<file path="src/rtl/tl_traffic_gen.sv">
// TileLink-UL A/D traffic generator with a shadow-memory scoreboard.
// Pre-fills a DEPTH-word window, issues NUM_TXN random Get/Put requests and checks every response.
module tl_traffic_gen #(
  parameter int             ADDR_BITS   = 32,
  parameter int             DATA_BYTES  = 8,
  parameter int             SOURCE_BITS = 4,
  parameter int             NUM_SOURCES = 4,
  parameter int             DEPTH       = 16,
  parameter logic [ADDR_BITS-1:0] BASE_ADDR = '0,
  parameter int             NUM_TXN     = 64,
  parameter logic [31:0]    SEED        = 32'h1
) (
  input  logic                    clk,
  input  logic                    rst_n,
  input  logic                    start,
  output logic                    a_valid,
  input  logic                    a_ready,
  output logic [2:0]              a_opcode,
  output logic [3:0]              a_size,
  output logic [SOURCE_BITS-1:0]  a_source,
  output logic [ADDR_BITS-1:0]    a_address,
  output logic [DATA_BYTES-1:0]   a_mask,
  output logic [DATA_BYTES*8-1:0] a_data,
  input  logic                    d_valid,
  output logic                    d_ready,
  input  logic [2:0]              d_opcode,
  input  logic [SOURCE_BITS-1:0]  d_source,
  input  logic [DATA_BYTES*8-1:0] d_data,
  output logic                    busy,
  output logic                    done,
  output logic                    pass,
  output logic [15:0]             err_count,
  output logic [15:0]             txn_count,
  output logic [2:0]              dbg_state
);
  localparam int          DW          = DATA_BYTES * 8;
  localparam int          IW          = (DEPTH > 1) ? $clog2(DEPTH) : 1;
  localparam logic [3:0]  SIZE        = 4'($clog2(DATA_BYTES));
  localparam logic [31:0] SEED_NZ     = (SEED == 32'h0) ? 32'h1 : SEED;
  localparam logic [31:0] TAPS        = 32'h8020_0003;
  localparam logic [2:0]  OP_PUT_FULL = 3'd0;
  localparam logic [2:0]  OP_PUT_PART = 3'd1;
  localparam logic [2:0]  OP_GET      = 3'd4;
  localparam logic [2:0]  D_ACK       = 3'd0;
  localparam logic [2:0]  D_ACK_DATA  = 3'd1;

  typedef enum logic [2:0] {S_IDLE, S_INIT, S_RUN, S_DRAIN, S_DONE} state_e;

  state_e                 state_q, state_d;
  logic [31:0]            lfsr_q, lfsr_d;
  logic [IW-1:0]          init_idx_q, init_idx_d;
  logic [31:0]            issued_q, issued_d;
  logic [15:0]            err_q, err_d, txn_q, txn_d;
  logic                   hold_q, hold_d;
  logic [SOURCE_BITS-1:0] hold_src_q, hold_src_d;
  logic [NUM_SOURCES-1:0] busy_q, busy_d, get_q, get_d;
  logic [IW-1:0]          sidx_q [NUM_SOURCES];
  logic [IW-1:0]          sidx_d [NUM_SOURCES];
  logic [DW-1:0]          sexp_q [NUM_SOURCES];
  logic [DW-1:0]          sexp_d [NUM_SOURCES];
  logic [DW-1:0]          shadow_q [DEPTH];
  logic [DW-1:0]          shadow_d [DEPTH];

  logic                   issuing, a_fire, d_fire, d_err, free_found, hazard;
  logic                   d_hit_busy, d_hit_get;
  logic [DW-1:0]          d_hit_exp, cand_data;
  logic [IW-1:0]          cand_idx;
  logic [2:0]             cand_op;
  logic [DATA_BYTES-1:0]  cand_mask, part_mask;
  logic [SOURCE_BITS-1:0] free_src, issue_src;

  always_comb begin
    cand_idx  = (state_q == S_INIT) ? init_idx_q : lfsr_q[IW-1:0];
    part_mask = lfsr_q[8 +: DATA_BYTES];
    cand_op   = OP_PUT_FULL;
    cand_mask = '1;
    if (state_q == S_RUN) begin
      case (lfsr_q[31:30])
        2'b10:   cand_op = OP_PUT_FULL;
        2'b11: begin
          cand_op = OP_PUT_PART;
          if (part_mask != '0) cand_mask = part_mask;
        end
        default: cand_op = OP_GET;
      endcase
    end
    cand_data = '0;
    if (cand_op != OP_GET) begin
      for (int b = 0; b < DATA_BYTES; b++) cand_data[b*8 +: 8] = lfsr_q[(b % 4)*8 +: 8];
    end
    free_found = 1'b0;
    free_src   = '0;
    hazard     = 1'b0;
    for (int s = NUM_SOURCES - 1; s >= 0; s--) begin
      if (!busy_q[s]) begin
        free_found = 1'b1;
        free_src   = SOURCE_BITS'(s);
      end
      if (busy_q[s] && !get_q[s] && sidx_q[s] == cand_idx) hazard = 1'b1;
    end
    // A stalled request keeps its source even if a lower slot frees meanwhile.
    issue_src = hold_q ? hold_src_q : free_src;
    issuing   = (state_q == S_INIT || state_q == S_RUN) && (hold_q || (free_found && !hazard));
  end

  assign a_valid   = issuing;
  assign a_opcode  = issuing ? cand_op : '0;
  assign a_size    = issuing ? SIZE : '0;
  assign a_source  = issuing ? issue_src : '0;
  assign a_address = issuing ? BASE_ADDR + ADDR_BITS'(cand_idx) * ADDR_BITS'(DATA_BYTES) : '0;
  assign a_mask    = issuing ? cand_mask : '0;
  assign a_data    = issuing ? cand_data : '0;
  assign d_ready   = (state_q == S_INIT || state_q == S_RUN || state_q == S_DRAIN);
  assign a_fire    = issuing && a_ready;
  assign d_fire    = d_valid && d_ready;

  always_comb begin
    d_hit_busy = 1'b0;
    d_hit_get  = 1'b0;
    d_hit_exp  = '0;
    busy_d     = busy_q;
    get_d      = get_q;
    sidx_d     = sidx_q;
    sexp_d     = sexp_q;
    shadow_d   = shadow_q;
    for (int s = 0; s < NUM_SOURCES; s++) begin
      if (d_source == SOURCE_BITS'(s)) begin
        d_hit_busy = busy_q[s];
        d_hit_get  = get_q[s];
        d_hit_exp  = sexp_q[s];
      end
      if (d_fire && d_source == SOURCE_BITS'(s)) busy_d[s] = 1'b0;
      if (a_fire && issue_src == SOURCE_BITS'(s)) begin
        busy_d[s] = 1'b1;
        get_d[s]  = (cand_op == OP_GET);
        sidx_d[s] = cand_idx;
        sexp_d[s] = shadow_q[cand_idx];
      end
    end
    if (a_fire && cand_op != OP_GET) begin
      for (int b = 0; b < DATA_BYTES; b++) begin
        if (cand_mask[b]) shadow_d[cand_idx][b*8 +: 8] = cand_data[b*8 +: 8];
      end
    end
    d_err = !d_hit_busy ||
            (d_hit_get ? (d_opcode != D_ACK_DATA || d_data != d_hit_exp) : (d_opcode != D_ACK));
  end

  always_comb begin
    state_d    = state_q;
    init_idx_d = init_idx_q;
    issued_d   = issued_q;
    err_d      = err_q;
    txn_d      = txn_q;
    hold_d     = issuing && !a_ready;
    hold_src_d = issue_src;
    lfsr_d     = a_fire ? ({1'b0, lfsr_q[31:1]} ^ (lfsr_q[0] ? TAPS : 32'h0)) : lfsr_q;
    if (d_fire) begin
      if (d_err && err_q != 16'hFFFF) err_d = err_q + 16'd1;
      if (txn_q != 16'hFFFF) txn_d = txn_q + 16'd1;
    end
    case (state_q)
      S_IDLE, S_DONE: if (start) begin
        state_d    = S_INIT;
        init_idx_d = '0;
        issued_d   = '0;
        err_d      = '0;
        txn_d      = '0;
      end
      S_INIT: if (a_fire) begin
        init_idx_d = init_idx_q + 1'b1;
        if (init_idx_q == IW'(DEPTH - 1)) state_d = (NUM_TXN == 0) ? S_DRAIN : S_RUN;
      end
      S_RUN: if (a_fire) begin
        issued_d = issued_q + 32'd1;
        if (issued_q == 32'(NUM_TXN - 1)) state_d = S_DRAIN;
      end
      // Looking at next-cycle occupancy lets done follow the last response by one cycle.
      S_DRAIN: if (busy_d == '0) state_d = S_DONE;
      default: state_d = S_IDLE;
    endcase
  end

  always_ff @(posedge clk or negedge rst_n) begin
    if (!rst_n) begin
      state_q    <= S_IDLE;
      lfsr_q     <= SEED_NZ;
      init_idx_q <= '0;
      issued_q   <= '0;
      err_q      <= '0;
      txn_q      <= '0;
      hold_q     <= 1'b0;
      hold_src_q <= '0;
      busy_q     <= '0;
      get_q      <= '0;
      sidx_q     <= '{default: '0};
      sexp_q     <= '{default: '0};
      shadow_q   <= '{default: '0};
    end else begin
      state_q    <= state_d;
      lfsr_q     <= lfsr_d;
      init_idx_q <= init_idx_d;
      issued_q   <= issued_d;
      err_q      <= err_d;
      txn_q      <= txn_d;
      hold_q     <= hold_d;
      hold_src_q <= hold_src_d;
      busy_q     <= busy_d;
      get_q      <= get_d;
      sidx_q     <= sidx_d;
      sexp_q     <= sexp_d;
      shadow_q   <= shadow_d;
    end
  end

  assign busy      = d_ready;
  assign done      = (state_q == S_DONE);
  assign pass      = (state_q == S_DONE) && (err_q == 16'd0);
  assign err_count = err_q;
  assign txn_count = txn_q;
  assign dbg_state = state_q;
endmodule

</file>
<file path="config.mk">
export PLATFORM = sky130hd
export DESIGN_NAME = tl_traffic_gen
export DESIGN_NICKNAME = d
export VERILOG_FILES = /design/src/rtl/tl_traffic_gen.sv
export SDC_FILE = /design/constraint.sdc
export NUM_CORES = 2
export LEC_CHECK = 0
export ABC_AREA = 1
export CAP_MARGIN = 20
export CORE_MARGIN = 3
export CORE_UTILIZATION = 40
export DETAILED_ROUTE_END_ITERATION = 16
export GPL_TIMING_DRIVEN = 0
export MAX_ROUTING_LAYER = met4
export PLACE_DENSITY = 0.66
export SLEW_MARGIN = 20
export SYNTH_ARGS = -nofsm -noshare
export SYNTH_HDL_FRONTEND = slang
export SYNTH_SLANG_ARGS = --single-unit
</file>
<file path="constraint.sdc">
create_clock -name clk -period 4.4 [get_ports clk]
set_clock_uncertainty 0.15 [all_clocks]
set_input_delay 0.88 -clock clk [delete_from_list [all_inputs] [get_ports clk]]
set_output_delay 0.88 -clock clk [all_outputs]
set_load 0.01 [all_outputs]
</file>
After elaboration in Yosys (flattened, before gate mapping)
Cells that the tools add are included.
{ "word_totals": {"elab_cells": 236, "register_bits": 1412, "out_inout_bits": 155} }
{ "classes": {"n_eq_ne": 30, "bitwise": 2, "order_cmp": 2, "addsub": 4, "muxes": 111, "n_reduce_logical": 50} }
{ "ops": {"columns": ["operator", "n"], "rows": [
  ["two-way mux 1024 bit", 15],
  ["bitwise mux 1024 bit", 8],
  ["demux 64 bit (select 4 bit)", 8],
  ["two-way mux 64 bit", 9],
  ["binary-select mux 64 bit (select 4 bit)", 1],
  ["two-way mux 16 bit", 9],
  ["two-way mux 32 bit", 4],
  ["inequality test 64 bit", 1],
  ["case mux 32 bit (2 select lines)", 1],
  ["two-way mux 56 bit", 1],
  ["two-way mux 48 bit", 1],
  ["two-way mux 40 bit", 1],
  ["two-way mux 8 bit", 5],
  ["adder 16 x 1 -> 16 bit (second input constant)", 2],
  ["adder 32 x 1 -> 32 bit (second input constant)", 1],
  ["equality test 32 x 6 -> 1 bit (second input constant)", 1],
  ["two-way mux 4 bit", 8],
  ["inequality test 16 bit (second input constant)", 2],
  ["XOR 31 x 32 -> 32 bit", 1],
  ["logical AND 1 bit", 25],
  ["two-way mux 1 bit", 25],
  ["two-way mux 24 bit", 1],
  ["two-way mux 3 bit", 8],
  ["equality test 4 x 2 -> 1 bit (second input constant)", 4],
  ["other kinds (31)", 57]
]} }

Depth between registers and ports, before layout
{ "logic_depth": {"ltp_word": 35, "depth_mapped": 23} }

Least setup slack after synthesis
OpenSTA, ideal clock, no wires.
{ "synth_timing": {"path_type": "reg2out", "start": "register state_q[0] (netlist: dbg_state[0])", "end": "output port a_data[58]", "path_slack_ps": 772, "stages_incl_launch_ff": 12, "n_path_buf": 5, "arrival_ps": 2598, "required_time_ps": 3370, "path_cell_list": "dfrtp_1 buf_2 nor3_1 inv_1 nor2_1 clkinv_1 clkbuf_1 clkbuf_1 nand2_1 clkbuf_1 nor2_1 buf_4"} }
{ "synth_via": {"elab_chain_cells": 13, "word_cells_on_any_way": 24, "cone_classes": "eq/ne (7); mux (8); reduce/logical (9)"} }
{ "synth_rtl": {"columns": ["element", "line", "text"], "rows": [
  ["from (decl)", "49", "state_e state_q, state_d;"],
  ["from (signal assigned)", "200", "state_q <= state_d;"],
  ["equality test 3 x 1 -> 1 bit", "73, 103", null],
  ["two-way mux 4 bit", "73", "cand_idx = (state_q == S_INIT) ? init_idx_q : lfsr_q[IW-1:0];"],
  ["equality test 4 bit", "99", "if (busy_q[s] && !get_q[s] && sidx_q[s] == cand_idx) hazard = 1'b1;"],
  ["logical AND 1 bit", "99", null],
  ["two-way mux 1 bit (4 in series)", "99", null],
  ["logical NOT 1 bit", "103", "issuing = (state_q == S_INIT || state_q == S_RUN) && (hold_q || (free_found && !hazard));"],
  ["logical AND 1 bit", "103", null],
  ["logical OR 1 bit", "103", null],
  ["logical AND 1 bit", "103", null],
  ["two-way mux 64 bit *", "112", "assign a_data = issuing ? cand_data : '0;"],
  ["to (decl)", "23", "output logic [DATA_BYTES*8-1:0] a_data,"]
]} }
Every way passes the cells marked *; elsewhere a longest branch is shown, timed or not.

Worst setup path in the final report
{ "layout_timing": {"start": "register state_q[2] (netlist: dbg_state[2])", "end": "register shadow_q[270] (netlist bit)"} }
{ "layout_via": {"elab_chain_cells": 27, "word_cells_on_any_way": 62, "cone_classes": "order compare (2); eq/ne (7); mux (40); bitwise (1); reduce/logical (12)"} }
{ "layout_rtl": {"columns": ["element", "line", "text"], "rows": [
  ["equality test 3 x 1 -> 1 bit", "73, 103", null],
  ["two-way mux 4 bit", "73", null],
  ["inverter 4 -> 5 bit (implied by the code)", "142", "if (cand_mask[b]) shadow_d[cand_idx][b*8 +: 8] = cand_data[b*8 +: 8];"],
  [">= comparator 5 bit (implied by the code) (tied with other cells)", "142", null],
  ["logical AND 1 bit (implied by the code) / bitwise mux 1024 bit (equally long branches)", "142", null],
  ["two-way mux 16 bit (implied by the code) / two-way mux 1024 bit (equally long branches)", "142", null],
  ["demux 64 bit (select 4 bit) / two-way mux 1024 bit (equally long branches)", "142, 140", null],
  ["bitwise mux 1024 bit", "142", null],
  ["[... 11 more ...]", null, null],
  ["bitwise mux 1024 bit", "142", null],
  ["two-way mux 1024 bit", "142", null],
  ["two-way mux 1024 bit", "140", "if (a_fire && cand_op != OP_GET) begin"],
  ["bitwise mux 1024 bit", "142", null],
  ["two-way mux 1024 bit", "142", null],
  ["two-way mux 1024 bit", "140", null],
  ["bitwise mux 1024 bit", "142", null],
  ["two-way mux 1024 bit", "142", null],
  ["to (signal assigned)", "212", "shadow_q <= shadow_d;"],
  ["to (decl)", "61", "logic [DW-1:0] shadow_q [DEPTH];"]
]} }
Several ways; a longest one is shown, not always the timed one. The select of a mux whose other input is x is not followed.
A chain may end at the register's enable or synchronous reset.

==> metrics.cfg <==
[synthesis]
synth_area_leaders=dfrtp_1, nand2_1, o21ai_0, a22oi_1, clkbuf_1
synth-edff-count=0
synth_top_area_share_pct=55.37
synthFlopType=dfrtp_1
mappedNetlistArea_sq_um=63770
synth.distinct_cells=46
yosys_warnings=0
yosysSeqAreaShare_pct=55.41
ys_seq_elements=1412
avgSynthCellArea_sq_um=8.478
async_reset_ff_share_pct=100.0
netlist.top_cell.by_area=dfrtp_1
syn_inst=7522

[global_route]
grt_pass1_vias=56110
grt_use_total_pct=32.01
antenna_found_initial=13
grt_max_degree=154
grt-ovfl-total=0
grt_pass1_wl_um=377100

[pwr]
p_sw_mw=25.81
leakage_nw=33.86
irDropWorstVdd_v=0.0004911
report.power.total_mw=56.01
internal-power_mw=30.20
swShare_pct=46.08
p_clk_share_pct=24.2
powerDensity_nw_per_um2=741.7
power_frac_seq_pct=33.0
comb_power_share_pct=42.8

[sta]
maxSlewHeadroom_pct=19.64
worst_pin_slew_ps=1205
rsz0062_at_grt=yes
finalCriticalPeriod_ps=4534
finalCritPeriodShare_pct=103.1
fmax_mhz=220.5
hold_violations=0
finalSetupTns_ps=-3815
timing.hold.ws_ps=304.6
fin_ws_ps=-134.5
setup_viol=69
slew_violations=0

[clocking]
clk_pin_slew_worst_paths_ps=60
htree_levels=4
cts_root_buf=clkbuf_16
clk_latency_ps=810
clockBufferDepth=3
tritoncts=done
numCtsBuffers=154
cts.sinks=1412

[worst_setup_path]
crit_path_end_kind=register
worst_path_most_repeated_cell=nand2_1
max_stage_delay_ps=960
worst_path_max_delay_cell=nor2_2
startpoint_type=register
critPathRequiredTime_ps=4910
worstSetupPathType=register to register
crit_chain=inv_4 > nand3_4 > nand2_1 > nand2_4 > buf_4 > nor2_1 > inv_1 > clkbuf_1 > nor2_2 > nand2_1 > clkbuf_1 > nand2_1 > o21ai_0
r2r_slack_ps=-130
worstPathArrival_ps=5040
path_max_fanout=10

[finish]
design_area_sq_um=75530
drive_above_1_share_pct=9.278
stdcell_count=10150
register_area_sq_um=35340
area_growth_pct=18.44
final_util_pct=48.02
multi_input_area_sq_um=25180
fillers=14960
fin_nets=8043

[placed_design]
placed_area_sq_um=68920
placedCellCount=9825
dpl.hpwl_um=187000
gp_congestion=0.9924
port_buffers=198
place_ws_ps=-1166

[routing]
post_drt_wl_per_cell_um=25.59
routed_via_density=5.861
routed-via-count=59500
ant_nets=0
routed_wl_um=259800
drc=0
drt_iter0_drc=8198
dr.pass1.iters=8

[floorplanning]
die_area_sq_um=164200
core.rowCount=145
ios=231
core_sq_um=157300
die_y_um=405.3
initial_core_util_pct=40.54
chipWidth_um=405.3

[run_status]
violations=setup timing
outcome=complete, but fails checks

[run]
cap_violations=0

[worst_hold_path]
hold_path_class=register to register

## area by class of cell
cell class,instances,share of cell area (%)
Inverter,418,2.101
Clock inverter,48,0.8731
Multi-Input combinational cell,5158,33.34
Timing Repair Buffer,265,3.645
Sequential cell,1412,46.79
Buffer,553,3.736
Antenna cell,11,0.03645
Tap cell,2058,3.409
Clock buffer,230,6.067
## synth_stat cells, drive strengths merged (2+ instances only)
master and n:
clkinv 5, nand3b 14, o21a 2, o31ai 9
nor2 265, o21ai 1173, nor3 48, clkbuf 430
buf 134, xor2 13, ha 5, a21oi 296
a22oi 499, inv 413, dfrtp 1411, a31oi 5
a21boi 3, a211oi 3, o21bai 3, xnor2 8
nand3 280, nor4 21, o22ai 31, nand4 78
nand2 2300, or4 61, or2 2, o221ai 4
## cell usage in the layout (no fill, tap or decap), types with 112 or more instances in the layout
cell type and instances:
nor2_1 208, nand2_1 2234, a22oi_1 499, dfrtp_1 1408
clkbuf_1 341, buf_4 123, nand3_1 274, a21oi_1 281
o21ai_0 1136, clkbuf_16 163, inv_1 404, clkdlybuf4s50_1 112
## power groups by stage
stage / Sequential (mW) / Clock (mW) / Combinational, mW
3_5_place_dp: 18.5 / 0 / 21.5
2_1_floorplan: 18.0 / 0 / 10.6
6_report: 18.5 / 13.6 / 24.0
5_1_grt: 18.8 / 14.2 / 24.9
4_1_cts: 18.4 / 13.6 / 22.5
3_3_place_gp: 18.7 / 0 / 20.9
## logic make-up after synthesis
group                    synth area share (%)
flip-flops                              55.41
AO/OA/AOI/OAI                           18.16
AND/OR/NAND/NOR                         19.73
XOR/XNOR                               0.2884
buffers and inverters                   6.302
adder cells (fa/ha/maj)               0.09810
other                                0.005881
## routing by layer
metal / track usage (%) / part of all wire, % / vias up
met2: 47.04 / 44 / 3428
met1: 39.58 / 38 / 29200
met5: - / 0 / -
met4: 18.84 / 6.8 / 0
met3: 8.719 / 11 / 811
li1: - / - / 26070
## state kept, by name, indices dropped and copies added, names as in the netlist
register,cells
busy_q,4
dbg_state,3
err_count,16
get_q,4
hold_q,1
hold_src_q,4
init_idx_q,4
issued_q,32
lfsr_q,32
sexp_q,256
shadow_q,1024
sidx_q,16
txn_count,16
## what timing repair did
item / in CTS / in global routing
gates cloned: 1 / 3
endpoints found under the hold margin: 107 / 0
pin swaps: 16 / 8
setup endpoints to repair: 811 / 355
setup buffers: 29 / 16
resized for setup: 366 / 173
hold buffers: 1 / 0
## critical path: cells and delay by family, from the launching register on
| family | cells | cell delay (ps) |
|---|---|---|
| buffers and inverters | 5 | 1240 |
| flip-flops | 1 | 430 |
| AND/OR/NAND/NOR | 7 | 2460 |
| AO/OA/AOI/OAI | 1 | 90 |
## path summary, 6_finish.rpt
check	startpoint	endpoint	cells past startpoint
worst min register to register	issued_q[2]	issued_q[2]	1
worst max-delay path	dbg_state[2]	shadow_q[270]	13
max in group asynchronous	rst_n	shadow_q[832]	6
worst max register to register	dbg_state[2]	shadow_q[270]	13
min in group asynchronous	rst_n	txn_count[15]	2
worst min-delay path	issued_q[2]	issued_q[2]	1
Note: power is estimated with default switching activity, not from simulation.
